`config.mk`:
```
export PLATFORM = sky130hd
export DESIGN_NAME = instr_encoder_loader
export DESIGN_NICKNAME = d
export VERILOG_FILES = /design/src/rtl/instr_encoder_loader.sv
export SDC_FILE = /design/constraint.sdc
export NUM_CORES = 1
export LEC_CHECK = 0
export CAP_MARGIN = 20
export CORE_MARGIN = 2
export CORE_UTILIZATION = 36
export CTS_CLUSTER_SIZE = 20
export DETAILED_ROUTE_END_ITERATION = 10
export GPL_TIMING_DRIVEN = 1
export PLACE_DENSITY = 0.88
export SETUP_SLACK_MARGIN = 0.02
export SLEW_MARGIN = 20
export SYNTH_ARGS = -nofsm -noshare
export SYNTH_HDL_FRONTEND = slang
export SYNTH_SLANG_ARGS = --single-unit
```
`constraint.sdc`:
```
create_clock -name clk -period 1.73 [get_ports clk]
set_input_delay 0.346 -clock clk [delete_from_list [all_inputs] [get_ports clk]]
set_output_delay 0.346 -clock clk [all_outputs]
set_load 0.05 [all_outputs]
```
`src/rtl/instr_encoder_loader.sv`:
```
// ============================================================================
// Module   : instr_encoder_loader
// Encodes MIPS instruction fields and writes them to sequential imem words.
// Revision : 1.0
// ============================================================================
`default_nettype none

module instr_encoder_loader #(
    parameter int ADDR_W     = 6,
    parameter int START_ADDR = 0
) (
    input  logic              clk,
    input  logic              rst,
    input  logic              in_valid,
    output logic              in_ready,
    input  logic [2:0]        op_class,
    input  logic [4:0]        rs,
    input  logic [4:0]        rt,
    input  logic [4:0]        rd,
    input  logic [4:0]        shamt,
    input  logic [5:0]        funct,
    input  logic [15:0]       imm,
    input  logic [25:0]       target,
    input  logic              finish,
    output logic              imem_we,
    output logic [ADDR_W-1:0] imem_addr,
    output logic [31:0]       imem_wdata,
    output logic              busy,
    output logic              done,
    output logic              err,
    output logic [ADDR_W:0]   words_written
);

    localparam logic [ADDR_W-1:0] START_PTR = START_ADDR[ADDR_W-1:0];
    localparam logic [ADDR_W-1:0] PTR_MAX   = {ADDR_W{1'b1}};

    localparam logic [5:0] OP_RTYPE = 6'b000000;
    localparam logic [5:0] OP_LW    = 6'b100011;
    localparam logic [5:0] OP_SW    = 6'b101011;
    localparam logic [5:0] OP_ADDI  = 6'b001000;
    localparam logic [5:0] OP_BEQ   = 6'b000100;
    localparam logic [5:0] OP_J     = 6'b000010;

    typedef enum logic [1:0] {
        S_IDLE  = 2'd0,
        S_WRITE = 2'd1,
        S_DONE  = 2'd2
    } state_t;

    state_t            state;
    state_t            next_state;
    logic [ADDR_W-1:0] ptr;
    logic [31:0]       wdata_q;
    logic              err_q;
    logic [ADDR_W:0]   count;
    logic [31:0]       encoded;
    logic              legal;

    always_comb begin
        encoded = 32'd0;
        legal   = 1'b1;
        case (op_class)
            3'd0:    encoded = {OP_RTYPE, rs, rt, rd, shamt, funct};
            3'd1:    encoded = {OP_LW, rs, rt, imm};
            3'd2:    encoded = {OP_SW, rs, rt, imm};
            3'd3:    encoded = {OP_ADDI, rs, rt, imm};
            3'd4:    encoded = {OP_BEQ, rs, rt, imm};
            3'd5:    encoded = {OP_J, target};
            default: legal   = 1'b0;
        endcase
    end

    // finish outranks in_valid in IDLE; a finish seen mid-write still lets the write land.
    always_comb begin
        next_state = state;
        case (state)
            S_IDLE: begin
                if (finish)
                    next_state = S_DONE;
                else if (in_valid && legal)
                    next_state = S_WRITE;
            end
            S_WRITE: begin
                if (ptr == PTR_MAX || finish)
                    next_state = S_DONE;
                else
                    next_state = S_IDLE;
            end
            S_DONE:  next_state = S_DONE;
            default: next_state = S_IDLE;
        endcase
    end

    always_ff @(posedge clk or posedge rst) begin
        if (rst) begin
            state   <= S_IDLE;
            ptr     <= START_PTR;
            wdata_q <= 32'd0;
            err_q   <= 1'b0;
            count   <= '0;
        end else begin
            state <= next_state;
            if (state == S_IDLE && !finish && in_valid) begin
                if (legal)
                    wdata_q <= encoded;
                else
                    err_q <= 1'b1;
            end
            // The last word leaves the pointer parked at the top instead of wrapping.
            if (state == S_WRITE) begin
                count <= count + 1'b1;
                if (ptr != PTR_MAX)
                    ptr <= ptr + 1'b1;
            end
        end
    end

    assign in_ready      = (state == S_IDLE) & ~rst;
    assign imem_we       = (state == S_WRITE);
    assign busy          = (state == S_WRITE);
    assign done          = (state == S_DONE);
    assign imem_addr     = ptr;
    assign imem_wdata    = wdata_q;
    assign err           = err_q;
    assign words_written = count;

endmodule

`default_nettype wire

```
# After elaboration in Yosys (flattened, before gate mapping)
# Index checks and enable logic that the tools add are counted.
classes:
  n_lt_le_gt_ge: 0
  mux: 6
  n_reduce_logical: 11
  n_bitwise: 3
  multipliers: 0
  shift: 0
  eq_ne: 10
  div_mod_pow: 0
  addsub: 2
op_table:
  columns: ["cell", "count"]
  rows:
  - ["32-bit case mux with 6 select lines", 1]
  - ["7-bit by 1-bit adder with 7-bit output, second input constant", 1]
  - ["6-bit by 1-bit adder with 6-bit output, second input constant", 1]
  - ["3-bit by 2-bit == test with 1-bit output, second input constant", 2]
  - ["3-bit == test, second input constant", 2]
  - ["6-bit == test, second input constant", 1]
  - ["2-bit two-way mux", 3]
  - ["6-bit inequality test, second input constant", 1]
  - ["2-bit case mux with 3 select lines", 1]
  - ["2-bit AND reduction", 3]
  - ["6-bit OR reduction", 1]
  - ["3-bit by 1-bit == test with 1-bit output, second input constant", 1]
  - ["1-bit logical AND", 3]
  - ["3-bit zero test", 1]
  - ["3-bit inequality test, second input constant", 1]
  - ["2-bit by 1-bit == test with 1-bit output, second input constant", 1]
  - ["2-bit == test, second input constant", 1]
  - ["2-bit zero test", 1]
  - ["1-bit inverter", 2]
  - ["1-bit bitwise AND", 1]
  - ["1-bit zero test", 1]
  - ["1-bit logical OR", 1]
  - ["1-bit two-way mux", 1]
totals:
  n_memories: 0
  ramBits: 0
  romBits: 0
  regBits: 48
  out_inout_bits: 50
  latchBits: 0
  word_cells: 37

# Logic depth before layout (Yosys ltp)
# Gate-level depths: netlist of run 1.
depth:
  depth_word: 7
  ltp_mapped: 6
  mapped_depth_nobuf: 5

# Worst setup path before layout of run 1
# Ideal clock, no wire load.
synth_path:
  path_type: "register to output"
  start: "register state[1]"
  end: "output port in_ready"
  stages_incl_launch_ff: 2
  n_path_buf: 0
  required_ns: 1.384
  arrival_time_ns: 1.480
  path_slack_ns: -0.096
  cell_sequence: "dfrtp_1 nor3_1"
synth_via:
  elab_chain_len: 2
synth_rtl:
  columns: ["element", "line_no", "text"]
  rows:
  - ["start, declared", "50", "state_t state;"]
  - ["start signal, assigned", "102", "state <= next_state;"]
  - ["2-bit zero test", "118", "assign in_ready = (state == S_IDLE) & ~rst;"]
  - ["1-bit bitwise AND", "118", null]
  - ["end, declared", "15", "output logic in_ready,"]
# No other way between the ends.

# Worst setup path in the final report of run 1
layout_path:
  start: "register state[0]"
  end: "register wdata_q[1], in the netlist imem_wdata[1]"
layout_via:
  elab_chain_len: 4
layout_rtl:
  columns: ["element", "line_no", "text"]
  rows:
  - ["2-bit zero test", "103", "if (state == S_IDLE && !finish && in_valid) begin"]
  - ["1-bit logical AND (2 in series)", "103", null]
  - ["2-bit AND reduction (no line)", null, null]
  - ["end signal, assigned", "105", "wdata_q <= encoded;"]
  - ["end, declared", "53", "logic [31:0] wdata_q;"]
# No other way between the ends.
# A chain may end at the register's enable or synchronous reset.

==> results.json, run 1 <==
{
  "coreArea_um2": 6390,
  "wl_per_cell_um": 15.2,
  "grt_pass1_vias": 2376,
  "drtAntennaViolNets": 0,
  "p_leak_nw": 1.75,
  "pwr-share-clk_pct": 11.0,
  "total_power_mw": 5.86,
  "synth_cells": 259,
  "viasPerCell": 5.22,
  "synth_area_um2": 2400,
  "gp_congestion": 0.823,
  "skew_ps": 10.2,
  "fin_setup_tns_ps": 0,
  "worstHoldStart": "finish",
  "drive_gt1_share_pct": 23.7,
  "period_minus_slack_ps": 1660,
  "grt_pass1_wl_um": 10900,
  "cts_tree": "done",
  "synth_area_per_cell_um2": 9.28,
  "grt_overflow": 0,
  "finalInstanceArea_um2": 3960,
  "hp-class": "primary input to flop",
  "powerDensity_nw_per_um2": 1480,
  "drv_slew": 0,
  "critPathCaptureType": "flop",
  "drt_wl_total_um": 7140,
  "dieArea_um2": 7350,
  "switching_share_pct": 49.1,
  "yosys_warnings": 0,
  "fin_crit_sh_pct": 96.1,
  "whs_ps": 361,
  "first_pass_iters": 4,
  "area_growth_pct": 64.8,
  "rr_startpoint": "state[0]",
  "antenna_found_initial": 0,
  "dr.first_iter.drc_count": 79,
  "hold_viol_final": 0,
  "num_io_pins": 125,
  "start_util_pct": 37.6,
  "power_frac_seq_pct": 30.7,
  "drc_errors": 0,
  "die_w_um": 85.7,
  "nets": 470,
  "cts_root_buf": "clkbuf_8",
  "syn_nets": 336,
  "port_buffers": 123,
  "p_sw_mw": 2.88,
  "track_usage_pct": 18.8,
  "status": "complete, no violations",
  "clkSinkCount": 46,
  "htreeDepth": 2,
  "critPathLaunchType": "flop",
  "synth.distinct_cells": 35,
  "crit_start": "state[0]",
  "cts_buffer_depth": 2,
  "n_antenna_cell": 0,
  "row_count": 29,
  "final_common_cell": "clkdlybuf4s50_1",
  "rrSetupSlack_ps": 70,
  "dpl.hpwl_um": 5210,
  "die_h_um": 85.7,
  "worstRegToRegCells": 6,
  "cts_hold_buf": 0,
  "grt_max_degree": 47,
  "cap_violations": 0,
  "layout_common_cells": "72 x clkdlybuf4s50_1, 58 x buf_4, 47 x nor2_1",
  "cts_made_buffers": 5,
  "insertion_delay_ps": 300,
  "ys_seq_elements": 46,
  "p_int_mw": 2.98,
  "ys_seq_area_share_pct": 47.9,
  "crit_fanout": 9,
  "place_area_um2": 3740,
  "rsz0062_at_grt": "true",
  "critPathKind": "flop to flop",
  "setup_viol": 0,
  "clock.fmax_mhz": 602,
  "peakVddDrop_mv": 1.06,
  "dr_total_vias": 2448,
  "hold_depth": 2,
  "combPwrFrac_pct": 58.3,
  "required_ps": 1950,
  "path_clk_slew_ps": 80,
  "critPathArrivalTime_ps": 1880
}
-- per-stage QoR --
stage	utilization, %	std cells	setup WS, ps
global route	62.0	469	9.57
floorplan	-	259	27.5
detailed placement	58.6	457	-312
finish	62.0	469	68.2
CTS	60.1	463	17.3
global placement	58.6	457	-272
-- cell families (layout without fill, tap and decap cells) --
family / Yosys count / after routing / synth area share (%)
flip-flops: 46 / 46 / 47.9
adder cells (fa/ha/maj): 2 / 2 / 1.04
buffers and inverters: 25 / 158 / 5.67
other: 1 / 1 / 0.156
XOR/XNOR: 7 / 7 / 2.55
AND/OR/NAND/NOR: 95 / 95 / 17.4
AO/OA/AOI/OAI: 64 / 64 / 17.2
multiplexers: 19 / 19 / 8.07
-- worst max-delay path: stages (launching register included) --
cell and delay, ps:
dfrtp_1 390, or4b_4 560, a21oi_4 160, buf_6 150
clkbuf_16 160, nor2_1 40, a31oi_1 140
-- state kept, by name, indices dropped and copies added (netlist names) --
name,flops
err,1
imem_addr,6
imem_wdata,30
state,2
words_written,7
-- worst paths after layout --
path	endpoint
setup / recovery	imem_wdata[1]
hold / removal	state[1]
setup reg to reg	imem_wdata[1]
hold reg to reg	words_written[6]
max in group asynchronous	imem_wdata[18]
min in group asynchronous	imem_wdata[12]
-- power groups by stage --
stage / Clock [mW] / Sequential (mW) / Combinational, mW
finish: 0.646 / 1.80 / 3.42
global route: 0.711 / 1.86 / 3.59
CTS: 0.666 / 1.80 / 3.38
detailed placement: 0 / 1.81 / 3.38
global placement: 0 / 1.80 / 3.32
floorplan: 0 / 3.24 / 0.738
-- area by class of cell --
type / instances / area, um2
tap: 77 / 96.3
multi-input combinational: 188 / 1140
sequential: 46 / 1150
clock buffer: 6 / 82.6
fill: 542 / 2420
timing repair buffer: 148 / 1470
inverter: 4 / 15.0
-- synthesized netlist by cell type --
cell,number,area [um2]
mux2_2,3,33.8
nand3_1,4,20.0
inv_2,1,3.75
o22a_1,1,8.76
nor2_1,48,180
xor2_1,2,17.5
a21oi_1,15,75.1
a21boi_0,1,7.51
buf_6,3,33.8
nor3b_2,1,12.5
a21oi_4,1,16.3
inv_1,3,11.3
xnor2_1,5,43.8
nand3b_1,2,15.0
nor2b_1,2,12.5
ha_1,2,25.0
clkbuf_1,8,30.0
o21bai_1,2,15.0
buf_4,3,22.5
dfrtp_1,46,1150
a221o_1,1,10.0
nor3b_1,1,7.51
o21ai_0,1,5.00
nand4_1,6,37.5
conb_1,1,3.75
a31oi_1,32,200
or4b_1,1,10.0
and3_1,1,6.26
nor3_1,3,15.0
a22oi_1,10,75.1
nand2b_1,1,6.26
nand2_1,24,90.1
mux2i_1,16,160
buf_2,7,35.0
or2_2,1,6.26
-- layer usage --
layer	GRT usage (%)	up-vias	wire length, um
li1	-	1176	-
met1	20.8	1179	2810
met2	34.7	88	3750
met3	6.26	5	527
met4	4.47	0	63
met5	0	-	0
-- what timing repair did --
action,4_1_cts,5_1_grt
resized for setup,4,7
endpoints found under the hold margin,0,0
buffers inserted,0,2
cloned,0,4
pin swaps,0,1
endpoints found under the setup margin,12,17
Note: power is estimated with default switching activity, not from simulation.
==> run 2: changes to the inputs <==
--- a/config.mk
+++ b/config.mk
@@ -6,7 +6,6 @@
 export NUM_CORES = 1
 export LEC_CHECK = 0
 export CAP_MARGIN = 20
-export CORE_MARGIN = 2
 export CORE_UTILIZATION = 36
 export CTS_CLUSTER_SIZE = 20
 export DETAILED_ROUTE_END_ITERATION = 10
==> results.json, run 2 (synthesized netlist as in run 1, its figures left out) <==
{
  "power_frac_seq_pct": 30.6,
  "htreeDepth": 2,
  "cts_buffer_depth": 2,
  "skew_ps": 7.93,
  "layout_common_cells": "72 x clkdlybuf4s50_1, 59 x buf_4, 46 x nor2_1, 46 x dfrtp_1, 32 x a31oi_1",
  "drtAntennaViolNets": 0,
  "drv_slew": 0,
  "powerDensity_nw_per_um2": 1490,
  "n_antenna_cell": 0,
  "drt_wl_total_um": 7120,
  "dpl.hpwl_um": 5230,
  "pre_cts_ws_ps": -308,
  "cts_hold_buf": 0,
  "combPwrFrac_pct": 57.8,
  "num_io_pins": 125,
  "critPathMaxStageDelay_ps": 570,
  "peakVddDrop_mv": 1.16,
  "viasPerCell": 5.24,
  "critPathArrivalTime_ps": 1910,
  "place_area_um2": 3760,
  "antenna_found_initial": 0,
  "instances_no_fill": 471,
  "rr_startpoint": "state[1]",
  "clock.fmax_mhz": 591,
  "p_sw_mw": 2.91,
  "cts_tree": "done",
  "coreArea_um2": 6390,
  "status": "complete, no violations",
  "critical_path.slowest_cell": "or4b_4",
  "drive_gt1_share_pct": 23.9,
  "fin_crit_sh_pct": 97.8,
  "worst-path-buf-inv": 2,
  "crit_fanout": 9,
  "p_int_mw": 3.00,
  "critPathKind": "flop to flop",
  "place_inst": 458,
  "die_w_um": 83.7,
  "hp-class": "primary input to flop",
  "fin_setup_tns_ps": 0,
  "port_buffers": 123,
  "drc_errors": 0,
  "first_pass_iters": 4,
  "critPathCaptureType": "flop",
  "pwr-share-clk_pct": 11.6,
  "gp_congestion": 0.788,
  "fin_ws_ps": 38.3,
  "grt_max_degree": 37,
  "nets": 470,
  "grt_pass1_vias": 2365,
  "row_count": 29,
  "crit_cells": 6,
  "endpoint": "imem_wdata[4]",
  "utilization_pct": 62.3,
  "rrSetupSlack_ps": 40,
  "r2r-end": "imem_wdata[4]",
  "dr.first_iter.drc_count": 151,
  "crit_chain": "or4b_4, a21oi_4, buf_4, clkbuf_16, nor2_1, a31oi_1",
  "critPathLaunchType": "flop",
  "dieArea_um2": 7010,
  "period_minus_slack_ps": 1690,
  "area_growth_pct": 65.6,
  "finalInstanceArea_um2": 3980,
  "worstRegToRegCells": 6,
  "start_util_pct": 37.6,
  "hold_viol_final": 0,
  "crit_start": "state[1]",
  "grt_overflow": 0,
  "grt_pass1_wl_um": 11400,
  "critPathTopFamily": "simple AND/OR/NAND/NOR gates",
  "final_common_cell": "clkdlybuf4s50_1",
  "dr_total_vias": 2467,
  "setup_viol": 0,
  "track_usage_pct": 20.1,
  "insertion_delay_ps": 290,
  "wl_per_cell_um": 15.1,
  "p_leak_nw": 1.76,
  "switching_share_pct": 49.2,
  "clkSinkCount": 46,
  "die_h_um": 83.7,
  "path_clk_slew_ps": 80,
  "cap_violations": 0,
  "largest_reg_flops": 30,
  "required_ps": 1950,
  "rsz0062_at_grt": "true",
  "cts_made_buffers": 5,
  "cts_root_buf": "clkbuf_8"
}
## run 2: changes by cell type in the layout (fill, tap and decap cells not counted), sizes merged
cell and change:
clkbuf +1, clkinv +1
## run 2: worst min-delay path by stage
| stage | startpoint | endpoint | cells after the start |
|---|---|---|---|
| detailed placement | err | err | 1 |
| floorplan | target[0] | imem_wdata[0] | 2 |
| CTS | rst | imem_wdata[14] | 3 |
| finish | finish | state[1] | 2 |
| global placement | err | err | 1 |
| global route | finish | state[1] | 2 |
## run 2: power groups by stage
stage / clock (mW) / sequential, mW / combinational (mW)
finish: 0.685 / 1.81 / 3.42
CTS: 0.710 / 1.80 / 3.38
global placement: 0 / 1.80 / 3.32
global route: 0.756 / 1.86 / 3.59
floorplan: 0 / 3.24 / 0.738
detailed placement: 0 / 1.82 / 3.37
## run 2: timing repair
item / in CTS / in global routing
gates resized for setup: 3 / 8
pin swaps: 0 / 1
setup buffers: 0 / 2
cloned: 0 / 3
endpoints found under the setup margin: 13 / 21
## run 2: final cells by class
class | instances | area (um2)
clock buffers | 7 | 86.3
clock inverters | 1 | 5.00
fillers | 556 | 2410
inverters | 4 | 15.0
multi-input cells | 188 | 1150
flip-flops and latches | 46 | 1150
well taps | 77 | 96.3
repair buffers | 148 | 1480
## run 2: metal layers
metal / vias to the layer above / track usage [%] / share of wire (%)
met1: 1156 / 23.6 / 39
met3: 15 / 4.85 / 6.8
met4: 0 / 5.24 / 2.1
met2: 117 / 36.4 / 52
met5: - / 0 / 0
li1: 1179 / - / -
## run 2: stage by stage
step                      hold WS, ps  power, mW
after global placement            461       5.12
after floorplan                   496       3.97
final                             391       5.91
after detailed placement          466       5.18
after CTS                         460       5.89
after global routing              403       6.20
==> run 3: changes to the inputs <==
==> constraint.sdc (replaced) <==
create_clock -name clk -period 1.4 [get_ports clk]
set_input_delay 0.28 -clock clk [delete_from_list [all_inputs] [get_ports clk]]
set_output_delay 0.28 -clock clk [all_outputs]
set_load 0.05 [all_outputs]
==> results.json, run 3 (synthesized netlist as in run 1, its figures left out) <==
{
  "path_clk_slew_ps": 90,
  "period_minus_slack_ps": 1700,
  "critPathArrivalTime_ps": 1920,
  "status": "complete, but fails checks",
  "peakVddDrop_mv": 1.67,
  "grt_pass1_vias": 2647,
  "cts_made_buffers": 5,
  "grt_pass1_wl_um": 12300,
  "powerDensity_nw_per_um2": 1980,
  "die_h_um": 83.7,
  "pre_cts_ws_ps": -681,
  "n_antenna_cell": 0,
  "drtAntennaViolNets": 0,
  "cts_root_buf": "clkbuf_8",
  "row_count": 29,
  "rr_startpoint": "state[0]",
  "utilization_pct": 76.3,
  "grt_max_degree": 47,
  "dr_total_vias": 2637,
  "viasPerCell": 5.46,
  "fin_ws_ps": -301,
  "critPathCaptureType": "flop",
  "grt_overflow": 0,
  "instances_no_fill": 483,
  "cap_violations": 0,
  "fin_setup_tns_ps": -9380,
  "track_usage_pct": 22.1,
  "grtUsageMet2_pct": 42.2,
  "drv_slew": 0,
  "gp_congestion": 0.799,
  "hold_end": "state[1]",
  "critPathKind": "primary input to flop",
  "required_ps": 1620,
  "final_common_cell": "clkdlybuf4s50_1",
  "nets": 482,
  "hold_depth": 2,
  "crit_fanout": 6,
  "dpl.hpwl_um": 5710,
  "num_io_pins": 125,
  "dieArea_um2": 7010,
  "hold_viol_final": 0,
  "first_pass_iters": 5,
  "layout_common_cells": "73 x clkdlybuf4s50_1, 55 x buf_12, 42 x dfrtp_1",
  "hp-class": "primary input to flop",
  "insertion_delay_ps": 300,
  "dr.first_iter.drc_count": 143,
  "die_w_um": 83.7,
  "grt.met3_usage_pct": 7.91,
  "largest_reg_flops": 30,
  "violations": "negative setup slack",
  "clkSinkCount": 46,
  "grt_use_met1_pct": 22.0,
  "start_util_pct": 37.6,
  "critPathLaunchType": "primary input",
  "port_buffers": 123,
  "skew_ps": 4.50,
  "setup_viol": 45,
  "cts_buffer_depth": 2,
  "place_inst": 463,
  "whs_ps": 320,
  "clock.fmax_mhz": 588,
  "fill_cells": 411,
  "rrSetupSlack_ps": -290,
  "drt_wl_total_um": 8390,
  "htreeDepth": 2,
  "p_leak_nw": 2.03,
  "worstHoldStart": "finish",
  "fin_crit_sh_pct": 121,
  "drive_gt1_share_pct": 35.7,
  "worstRegToRegCells": 6,
  "area_growth_pct": 103,
  "antenna_found_initial": 0,
  "coreArea_um2": 6390,
  "r2r-end": "imem_wdata[11]",
  "crit_start": "in_valid",
  "wl_per_cell_um": 17.4,
  "drc_errors": 0,
  "cts_tree": "done",
  "grt_most_used_layer": "met2",
  "rsz0062_at_grt": "true"
}
[run 3: changes by cell type in the layout (fill, tap and decap cells not counted), moves of 5 or more]
cell,change
buf_12,+46
buf_4,-38
nor2_4,+11
nor2_2,+10
nor2_1,-21
a21oi_1,-5
a21oi_2,+5
[run 3: what timing repair did]
item                                    CTS  global route
buffers inserted                          8             3
gates cloned                              1             3
gates resized for setup                  18            43
hold buffers                              0             0
endpoints found under the setup margin   40            47
pin swaps                                13            11
[run 3: how the worst max path moves through the flow]
stage,endpoint,depth (start not counted),slack [ps]
2_1_floorplan,imem_wdata[0],6,-270
3_3_place_gp,imem_wdata[5],6,-600
3_5_place_dp,imem_wdata[3],6,-680
4_1_cts,imem_wdata[3],5,-310
5_1_grt,imem_wdata[11],6,-360
6_report,imem_wdata[11],7,-300
[run 3: area by class of cell]
type / count / area, um2 / share of cell area (%)
Tap cell: 77 / 96.3 / 1.98
Clock buffer: 5 / 68.8 / 1.41
Timing Repair Buffer: 160 / 2160 / 44.3
Sequential cell: 46 / 1160 / 23.7
Inverter: 4 / 17.5 / 0.360
Clock inverter: 3 / 40.0 / 0.822
Multi-Input combinational cell: 188 / 1330 / 27.4
[run 3: through the flow]
stage               power (mW)  area [um2]
CTS                       9.31        4660
finish                    9.63        4870
floorplan                 4.96        2460
detailed placement        8.15        4390
global route              9.99        4870
global placement          8.01        4390
[run 3: critical path: stages]
cell	delay, ps
clkdlybuf4s50_1	480
or4b_4	500
a21oi_4	150
buf_12	160
clkbuf_16	160
nor2_2	40
a31oi_1	150
[run 3: routing by layer]
layer | routed length [um] | part of all wire, %
met5 | 0 | 0
met4 | 236 | 2.8
met3 | 610 | 7.3
met2 | 4540 | 54
met1 | 3000 | 36
[run 3: power by group]
part	total, mW	leakage, nW	internal, mW	switching, mW
combinational	6.05	1.43	3.05	3.01
clock	0.993	0.0579	0.526	0.467
sequential	2.59	0.546	1.86	0.728
total	9.63	2.03	5.43	4.20
